--- src/rtl/spi_host_seq.sv ---
// -----------------------------------------------------------------------------
// spi_host_seq
// Host-side SPI master that sequences complete command transactions towards
// the ASIC's SPI command interface, checks every response word and streams
// each received word out together with its index inside the transaction.
//
// Ports
//   CLK, NRST             system clock, synchronous active-low reset
//   cmd_valid/cmd_ready   command handshake (ready only while idle)
//   cmd_op                0=WRREG 1=RDREG 2=STARTCONV 3=READALL 4=RESET
//   cmd_addr, cmd_wdata   register address / write data
//   rsp_valid             one-cycle pulse per received word
//   rsp_data, rsp_idx     received word and its index (held between pulses)
//   done                  one-cycle pulse at the end of a transaction
//   err                   sticky response-check error, cleared on next command
//   SPI_SCK/CS/MOSI/MISO  SPI bus (SCK idles low, CS active low, MSB first)
// -----------------------------------------------------------------------------
module spi_host_seq #(
  parameter int CLKDIV      = 4,   // SCK half-period in CLK cycles (>= 1)
  parameter int CSGAP       = 8,   // CLK cycles CS stays high after a transaction
  parameter int NUMCHANNELS = 16,  // ADC words in a burst read
  parameter int NCFGWORDS   = 5    // config words following the ADC words
) (
  input  logic        CLK,
  input  logic        NRST,
  input  logic        cmd_valid,
  output logic        cmd_ready,
  input  logic [2:0]  cmd_op,
  input  logic [2:0]  cmd_addr,
  input  logic [7:0]  cmd_wdata,
  output logic        rsp_valid,
  output logic [15:0] rsp_data,
  output logic [4:0]  rsp_idx,
  output logic        done,
  output logic        err,
  output logic        SPI_SCK,
  output logic        SPI_CS,
  output logic        SPI_MOSI,
  input  logic        SPI_MISO
);

  localparam int DIV_W = $clog2(2 * CLKDIV);
  localparam int GAP_W = $clog2(CSGAP + 1);

  localparam logic [DIV_W-1:0] DIV_HALF = DIV_W'(CLKDIV - 1);      // last low-phase cycle
  localparam logic [DIV_W-1:0] DIV_FULL = DIV_W'(2 * CLKDIV - 1);  // last high-phase cycle
  localparam logic [GAP_W-1:0] GAP_LAST = GAP_W'(CSGAP - 1);
  localparam logic [4:0]       NCH      = 5'(NUMCHANNELS);
  localparam logic [4:0]       RDALL_LAST = 5'(NUMCHANNELS + NCFGWORDS);

  localparam logic [2:0] OP_WRREG     = 3'd0;
  localparam logic [2:0] OP_RDREG     = 3'd1;
  localparam logic [2:0] OP_STARTCONV = 3'd2;
  localparam logic [2:0] OP_READALL   = 3'd3;
  localparam logic [2:0] OP_RESET     = 3'd4;

  localparam logic [15:0] RSP_ACK = 16'h3355;

  typedef enum logic [2:0] {
    S_IDLE,
    S_SETUP,
    S_SHIFT,
    S_HOLD,
    S_GAP
  } state_t;

  // Only word 0 of any transaction carries payload; all later words are NULL.
  function automatic logic [15:0] first_word(input logic [2:0] op,
                                             input logic [2:0] addr,
                                             input logic [7:0] wdata);
    case (op)
      OP_WRREG:     return {5'b11000, addr, wdata};
      OP_RDREG:     return {5'b00110, addr, 8'h00};
      OP_STARTCONV: return {5'b10100, 11'h000};
      OP_READALL:   return {5'b01010, 11'h000};
      OP_RESET:     return {5'b00001, 11'h000};
      default:      return 16'h0000;
    endcase
  endfunction

  state_t            state, state_d;
  logic [DIV_W-1:0]  div_cnt, div_cnt_d;
  logic [3:0]        bit_cnt, bit_cnt_d;
  logic [4:0]        word_cnt, word_cnt_d;
  logic [GAP_W-1:0]  gap_cnt, gap_cnt_d;
  logic [2:0]        op_q, op_d;
  logic [2:0]        addr_q, addr_d;
  logic [15:0]       tx_sr, tx_sr_d;   // remaining MOSI bits of the current word
  logic [14:0]       rx_sr, rx_sr_d;   // MISO bits sampled so far in this word

  logic              sck_d, cs_d, mosi_d, ready_d;
  logic              rsp_valid_d, done_d, err_d;
  logic [15:0]       rsp_data_d;
  logic [4:0]        rsp_idx_d;

  logic [15:0]       word0;
  logic [15:0]       rx_word;
  logic [4:0]        last_idx;
  logic              rsp_bad;

  assign word0   = first_word(cmd_op, cmd_addr, cmd_wdata);
  assign rx_word = {rx_sr, SPI_MISO};

  always_comb begin
    case (op_q)
      OP_RDREG:   last_idx = 5'd1;
      OP_READALL: last_idx = RDALL_LAST;
      default:    last_idx = 5'd0;
    endcase
  end

  // Validity of the word completing on this sample, judged by its position.
  always_comb begin
    rsp_bad = 1'b0;
    if (word_cnt == 5'd0) begin
      rsp_bad = (rx_word != RSP_ACK);
    end else if (op_q == OP_RDREG) begin
      rsp_bad = (rx_word[15:11] != 5'b11000) || (rx_word[10:8] != addr_q);
    end else if (op_q == OP_READALL) begin
      if (word_cnt <= NCH)
        rsp_bad = (rx_word[15:14] != 2'b10);
      else
        rsp_bad = (rx_word[15:11] != 5'b01000) ||
                  (rx_word[10:8] != 3'(word_cnt - NCH));
    end
  end

  always_comb begin
    // NOTE: every signal written here gets a default first, so no path leaves
    // one unassigned and no latch is inferred.
    state_d     = state;
    div_cnt_d   = div_cnt;
    bit_cnt_d   = bit_cnt;
    word_cnt_d  = word_cnt;
    gap_cnt_d   = gap_cnt;
    op_d        = op_q;
    addr_d      = addr_q;
    tx_sr_d     = tx_sr;
    rx_sr_d     = rx_sr;
    sck_d       = SPI_SCK;
    cs_d        = SPI_CS;
    mosi_d      = SPI_MOSI;
    rsp_valid_d = 1'b0;
    rsp_data_d  = rsp_data;
    rsp_idx_d   = rsp_idx;
    done_d      = 1'b0;
    err_d       = err;

    case (state)
      S_IDLE: begin
        if (cmd_valid && cmd_ready) begin
          op_d       = cmd_op;
          addr_d     = cmd_addr;
          err_d      = 1'b0;
          div_cnt_d  = '0;
          bit_cnt_d  = 4'd0;
          word_cnt_d = 5'd0;
          gap_cnt_d  = '0;
          if (cmd_op > OP_RESET) begin
            // Invalid op: no bus activity, report and back off straight away.
            err_d   = 1'b1;
            done_d  = 1'b1;
            state_d = S_GAP;
          end else begin
            cs_d    = 1'b0;
            sck_d   = 1'b0;
            mosi_d  = word0[15];
            tx_sr_d = {word0[14:0], 1'b0};
            state_d = S_SETUP;
          end
        end
      end

      S_SETUP: begin
        if (div_cnt == DIV_HALF) begin
          div_cnt_d = '0;
          state_d   = S_SHIFT;
        end else begin
          div_cnt_d = div_cnt + 1'b1;
        end
      end

      S_SHIFT: begin
        if (div_cnt == DIV_HALF) begin
          // Rising SCK edge: sample MISO, publish the word on its 16th bit.
          sck_d     = 1'b1;
          rx_sr_d   = rx_word[14:0];
          div_cnt_d = div_cnt + 1'b1;
          if (bit_cnt == 4'd15) begin
            rsp_valid_d = 1'b1;
            rsp_data_d  = rx_word;
            rsp_idx_d   = word_cnt;
            if (rsp_bad) err_d = 1'b1;
          end
        end else if (div_cnt == DIV_FULL) begin
          // Falling SCK edge: present the next MOSI bit.
          sck_d     = 1'b0;
          div_cnt_d = '0;
          if (bit_cnt == 4'd15) begin
            bit_cnt_d = 4'd0;
            mosi_d    = 1'b0;
            tx_sr_d   = 16'h0000;
            if (word_cnt == last_idx)
              state_d = S_HOLD;
            else
              word_cnt_d = word_cnt + 5'd1;
          end else begin
            bit_cnt_d = bit_cnt + 4'd1;
            mosi_d    = tx_sr[15];
            tx_sr_d   = {tx_sr[14:0], 1'b0};
          end
        end else begin
          div_cnt_d = div_cnt + 1'b1;
        end
      end

      S_HOLD: begin
        if (div_cnt == DIV_HALF) begin
          cs_d      = 1'b1;
          done_d    = 1'b1;
          gap_cnt_d = '0;
          state_d   = S_GAP;
        end else begin
          div_cnt_d = div_cnt + 1'b1;
        end
      end

      S_GAP: begin
        if (gap_cnt == GAP_LAST)
          state_d = S_IDLE;
        else
          gap_cnt_d = gap_cnt + 1'b1;
      end

      default: state_d = S_IDLE;
    endcase

    ready_d = (state_d == S_IDLE);
  end

  always_ff @(posedge CLK) begin
    // NOTE: state registers use non-blocking assignments so every register
    // samples the pre-edge values, independent of statement order.
    if (!NRST) begin
      state     <= S_IDLE;
      div_cnt   <= '0;
      bit_cnt   <= 4'd0;
      word_cnt  <= 5'd0;
      gap_cnt   <= '0;
      op_q      <= 3'd0;
      addr_q    <= 3'd0;
      tx_sr     <= 16'h0000;
      rx_sr     <= 15'h0000;
      SPI_SCK   <= 1'b0;
      SPI_CS    <= 1'b1;
      SPI_MOSI  <= 1'b0;
      cmd_ready <= 1'b0;
      rsp_valid <= 1'b0;
      rsp_data  <= 16'h0000;
      rsp_idx   <= 5'd0;
      done      <= 1'b0;
      err       <= 1'b0;
    end else begin
      state     <= state_d;
      div_cnt   <= div_cnt_d;
      bit_cnt   <= bit_cnt_d;
      word_cnt  <= word_cnt_d;
      gap_cnt   <= gap_cnt_d;
      op_q      <= op_d;
      addr_q    <= addr_d;
      tx_sr     <= tx_sr_d;
      rx_sr     <= rx_sr_d;
      SPI_SCK   <= sck_d;
      SPI_CS    <= cs_d;
      SPI_MOSI  <= mosi_d;
      cmd_ready <= ready_d;
      rsp_valid <= rsp_valid_d;
      rsp_data  <= rsp_data_d;
      rsp_idx   <= rsp_idx_d;
      done      <= done_d;
      err       <= err_d;
    end
  end

endmodule

--- config.mk ---
export PLATFORM = sky130hd
export DESIGN_NAME = spi_host_seq
export DESIGN_NICKNAME = d
export VERILOG_FILES = /design/src/rtl/spi_host_seq.sv
export SDC_FILE = /design/constraint.sdc
export NUM_CORES = 1
export LEC_CHECK = 0
export CAP_MARGIN = 20
export CELL_PAD_IN_SITES_DETAIL_PLACEMENT = 1
export CELL_PAD_IN_SITES_GLOBAL_PLACEMENT = 1
export CORE_ASPECT_RATIO = 0.7
export CORE_MARGIN = 8
export CORE_UTILIZATION = 40
export CTS_CLUSTER_DIAMETER = 80
export DETAILED_ROUTE_END_ITERATION = 8
export GPL_TIMING_DRIVEN = 0
export PLACE_DENSITY = 0.8
export RECOVER_POWER = 25
export SYNTH_ARGS = -nofsm -noshare
export SYNTH_HDL_FRONTEND = slang
export SYNTH_SLANG_ARGS = --single-unit
export TNS_END_PERCENT = 1
--- constraint.sdc ---
create_clock -name CLK -period 2.8 [get_ports CLK]
set_input_delay 0.7 -clock CLK [delete_from_list [all_inputs] [get_ports CLK]]
set_output_delay 0.7 -clock CLK [all_outputs]
set_load 0.005 [all_outputs]
# Word level (Yosys, flattened, before mapping)
# Cells that the tools add are included.
dict set report word_totals {
  ff_bits 84
  latchBits 0
  ramBits 0
  rom_bits 0
  in_bits 18
  out_inout_bits 28
  n_memories 0
}
dict set report classes {
  add_sub_neg 5
  n_mul 0
  n_div 0
  magnitude_cmp 2
  n_eq_ne 33
  n_shift 0
  muxes 65
  n_bitwise 0
  reduce_logical 23
}
# op n
set op_table {}
lappend op_table {{16-bit two-way mux} 5}
lappend op_table {{16-bit case mux with 5 select lines} 1}
lappend op_table {{3-bit two-way mux} 14}
lappend op_table {{16-bit case mux with 2 select lines} 1}
lappend op_table {{5-bit two-way mux} 5}
lappend op_table {{4-bit two-way mux} 6}
lappend op_table {{2-bit inequality test, second input constant} 12}
lappend op_table {{1-bit two-way mux} 22}
lappend op_table {{5-bit case mux with 2 select lines} 2}
lappend op_table {{3-bit by 2-bit == test with 1-bit output, second input constant} 6}
lappend op_table {{16-bit by 14-bit inequality test with 1-bit output, second input constant} 1}
lappend op_table {{4-bit AND reduction} 4}
lappend op_table {{3-bit case mux with 5 select lines} 1}
lappend op_table {{3-bit case mux with 4 select lines} 1}
lappend op_table {{4-bit case mux with 3 select lines} 1}
lappend op_table {{1-bit case mux with 2 select lines} 5}
lappend op_table {{5-bit AND reduction} 2}
lappend op_table {{3-bit by 1-bit == test with 1-bit output, second input constant} 3}
lappend op_table {{3-bit == test, second input constant} 3}
lappend op_table {{3-bit logical NOT} 3}
lappend op_table {{3-bit AND reduction} 3}
lappend op_table {{4-bit by 1-bit adder with 4-bit output, second input constant} 2}
lappend op_table {{4-bit case mux with 2 select lines} 1}
lappend op_table {{3-bit inequality test} 2}
lappend op_table {{other kinds (19)} 22}

# Depth between registers and ports, before layout
dict set report depth {
  depth_word 11
  depth_mapped 9
}

# Worst setup path after synthesis
# Ideal clock, no wire load.
dict set report synth_timing {
  path_kind {flip-flop to flip-flop}
  from {reg div_cnt[0]}
  to {reg word_cnt[3]}
  setup_time_ps 123
  arrival_time_ps 2103
  required_ps 2677
  slack_ps 573
  path_stages_with_launch 9
  path_buffers 1
  synth_period_minus_slack_ps 2227
  cell_sequence {dfxtp_1 ha_1 ha_1 clkbuf_1 nor2b_1 a2bb2oi_2 a311oi_4 nand4_1 mux2_1}
}
dict set report synth_between {
  elab_chain_cells 3
  elab_cells_between_ends 5
  cone_classes {4 x eq/ne; 1 x reduce/logical}
}
# item line
set synth_rtl {}
lappend synth_rtl {{start, declared} 82} ;# logic [DIV_W-1:0] div_cnt, div_cnt_d;
lappend synth_rtl {{start signal, assigned} 265} ;# div_cnt <= div_cnt_d;
lappend synth_rtl {{3-bit == test or 3-bit by 2-bit == test with 1-bit output (tied branches)} {195, 184}}
lappend synth_rtl {{2-bit inequality test (no line)} -}
lappend synth_rtl {{6-bit AND reduction (no line) (*)} -}
lappend synth_rtl {{end signal, assigned} 267} ;# word_cnt <= word_cnt_d;
lappend synth_rtl {{end, declared} 84} ;# logic [4:0] word_cnt, word_cnt_d;
# Every way passes the cells marked *; elsewhere a longest branch is shown, timed or not.
# A chain may end at the register's enable or synchronous reset.

# Worst setup path after layout
# Ends and elaborated chain as after synthesis.

==> metrics.cfg <==
[synthesis]
synth-edff-count = 0
yosysMostFrequentCell = nand2_1
yosys_warnings = 0
netlist_top_cells_count = 96 x nand2_1, 83 x dfxtp_1, 51 x a21oi_1
netlist_area_mm2 = 0.00379
synth_area_leader_cell = dfxtp_1
synth_cell_type_count = 57
synthFlopType = dfxtp_1
yosysSeqAreaShare_pct = 43.9
avgSynthCellArea_um2 = 8.22
synth_top_area_share_pct = 43.9
synthesis.nets = 489
yosys-top-cells-area = dfxtp_1 44%, nand2_1 9.5%, a21oi_1 6.7%
syn_inst = 461
async_flop_share_pct = 0
ys_ff_latch = 83

[floorplan]
ios = 46
rows = 29
floorplan.initialDensity_pct = 41.4
coreArea_mm2 = 0.00914
die_width_um = 132
die_h_um = 97.4
dieArea_mm2 = 0.0129

[timing]
hold_violations = 0
tightestPinTransition_ps = 697
setup_violations = 0
setup_ws_ps = 198
grt_setup_unrepaired = true
slew_viol_final = 0
fin_hold_ws_ps = 452
slew_headroom_pct = 53.6
skew_ps = 6.04
fmax_ghz = 0.384
min_period_over_period_pct = 92.9
setup_tns_ps = 0
finalCriticalPeriod_ps = 2600

[power]
peakVddDrop_v = 0.000322
p_total_w = 0.00258
power.density_mw_per_mm2 = 554
leakagePower_nw = 1.68

[place]
numPlacedInstances = 628
pre_cts_ws_ps = -39.2
gp_congestion = 0.780
dp_hpwl_mm = 8.10
port_buffers = 42

[clock_tree]
cts_sinks = 83
clk_pin_slew_worst_paths_ps = 60
ctsResizeCount = 0
cts_buffers = 9
post_cts_buffers = 0
clkLatencyLatePin_ps = 340
cts_tree = yes
clk_path_buf_depth = 2
holdBufCountCts = 0
root_buffer = clkbuf_16
h-tree-depth = 3

[status]
status = complete, no violations

[worst_hold_path]
hold_path_class = reg2reg

[critical_path]
worstPathArrival_ps = 2820
crit_path_start_kind = flop
slowest_stage = a311oi_4
crit_type = reg2reg
cpLargestDelayFamily = compound AO/OA/AOI/OAI gates
critPathRequiredTime_ps = 3020
cp.buffers_inverters = 1
max_stage_delay_ps = 440
cp-end-kind = flop
crit_top_cell = ha_1
cp_max_fo = 9
path_cells = ha_1 > ha_1 > clkbuf_1 > nor2b_2 > a2bb2oi_2 > a311oi_4 > nand4_1 > mux2_1

[global_route]
grt_pass1_wl_mm = 18.4
grt_usage_pct = 17.4
grt_max_degree = 14
grt_pass1_vias = 3629
antenna_found_initial = 0
grt_overflow = 0

[final_layout]
drive_gt1_share_pct = 7.88
final_nets = 543
multi_input_comb_area_mm2 = 0.00197
fin_cells = 644
antenna_cells = 0
seq_area_mm2 = 0.00166
area_growth_pct = 23.1
fillCellCount = 1117

[routing]
vias = 3520
wl_per_cell_um = 17.0
wl_mm = 10.9
ant_nets = 0
drt-initial-drc-count = 258
drcViolationCount = 0
routed_via_density = 5.47
firstDrtPassIters = 4

[flow_run]
max_cap_violations = 0

[report_power, final]
part	switching (W)	internal, W	total [W]
logic	0.000137	0.0000935	0.000231
registers	0.0000239	0.00121	0.00124
clock network	0.000470	0.000646	0.00112
[worst register-to-register path, delay by kind of cell (launching register included)]
kind	cells	cell delay (ps)
and+or+nand+nor	2	510
adders and majority gates	2	500
DFF	1	350
AOI/OAI and AO/OA	2	580
muxes	1	320
buffers and inverters	1	230
[cell families after synthesis]
logic type / share of synthesized area, %
muxes: 2.28
xor gates and xnor gates: 2.08
buffers and inverters: 4.39
adders and majority gates: 3.30
and+or+nand+nor: 23.8
AOI/OAI and AO/OA: 20.2
DFF: 43.9
[sequential cells by signal, indices dropped and copies added, names as in the netlist]
signal / cells
SPI_CS: 1
SPI_MOSI: 1
SPI_SCK: 1
addr_q: 3
bit_cnt: 4
cmd_ready: 1
div_cnt: 3
done: 1
err: 1
gap_cnt: 4
op_q: 3
rsp_data: 16
rsp_idx: 5
rsp_valid: 1
rx_sr: 15
state: 3
tx_sr: 15
word_cnt: 5
[layer usage]
metal | track usage (%) | wire length (µm) | vias to the layer above
met4 | 4.61 | 93 | 0
li1 | - | - | 1723
met2 | 27.2 | 4910 | 72
met5 | 0 | 0 | -
met1 | 23.0 | 5310 | 1716
met3 | 4.70 | 605 | 9
[metrics by stage]
step,instance area [µm²],util (%)
2_1_floorplan,3790,-
3_3_place_gp,4360,47.7
3_5_place_dp,4370,47.8
4_1_cts,4660,50.9
5_1_grt,4660,51.0
6_report,4660,51.0
[area by class of cell]
type                    count  share of cell area, %
multi-input cells         338                   42.2
flip-flops and latches     83                   35.6
repair buffers             43                   9.23
clock buffers              12                   5.50
well taps                 124                   3.33
plain buffers              29                   2.71
inverters                  11                  0.886
clock inverters             4                  0.537
[path summary, 6_finish.rpt]
| check | startpoint | to | slack (ps) | cells after the start |
|---|---|---|---|---|
| setup reg to reg | div_cnt[0] | word_cnt[3] | 200 | 8 |
| hold reg to reg | rsp_data[14] | rsp_data[14] | 450 | 2 |
| setup / recovery | div_cnt[0] | word_cnt[3] | 200 | 8 |
| hold / removal | rsp_data[14] | rsp_data[14] | 450 | 2 |
[layout by cell type, fill, tap and decap left out, types with 3 or more instances in the layout]
cell type         n
a22oi_1          16
buf_2             4
o211ai_1          3
nor3b_1           3
ha_1             10
buf_4             3
mux2i_1           3
a311oi_1          3
inv_1            10
a211oi_1         16
o21ai_0           8
clkbuf_16         9
nand2b_1          6
mux2_2            4
or3_1             4
nand3b_1          3
nand3_1          12
clkdlybuf4s50_1  17
nand4_1           3
a21oi_1          51
nor2_1           38
clkbuf_1         22
dfxtp_1          83
and2_1            3
xor2_1            7
nand2_1          96
and3_1            3
nor3_1            7
dlygate4sd3_1    25
(Power assumes the default switching activity.)
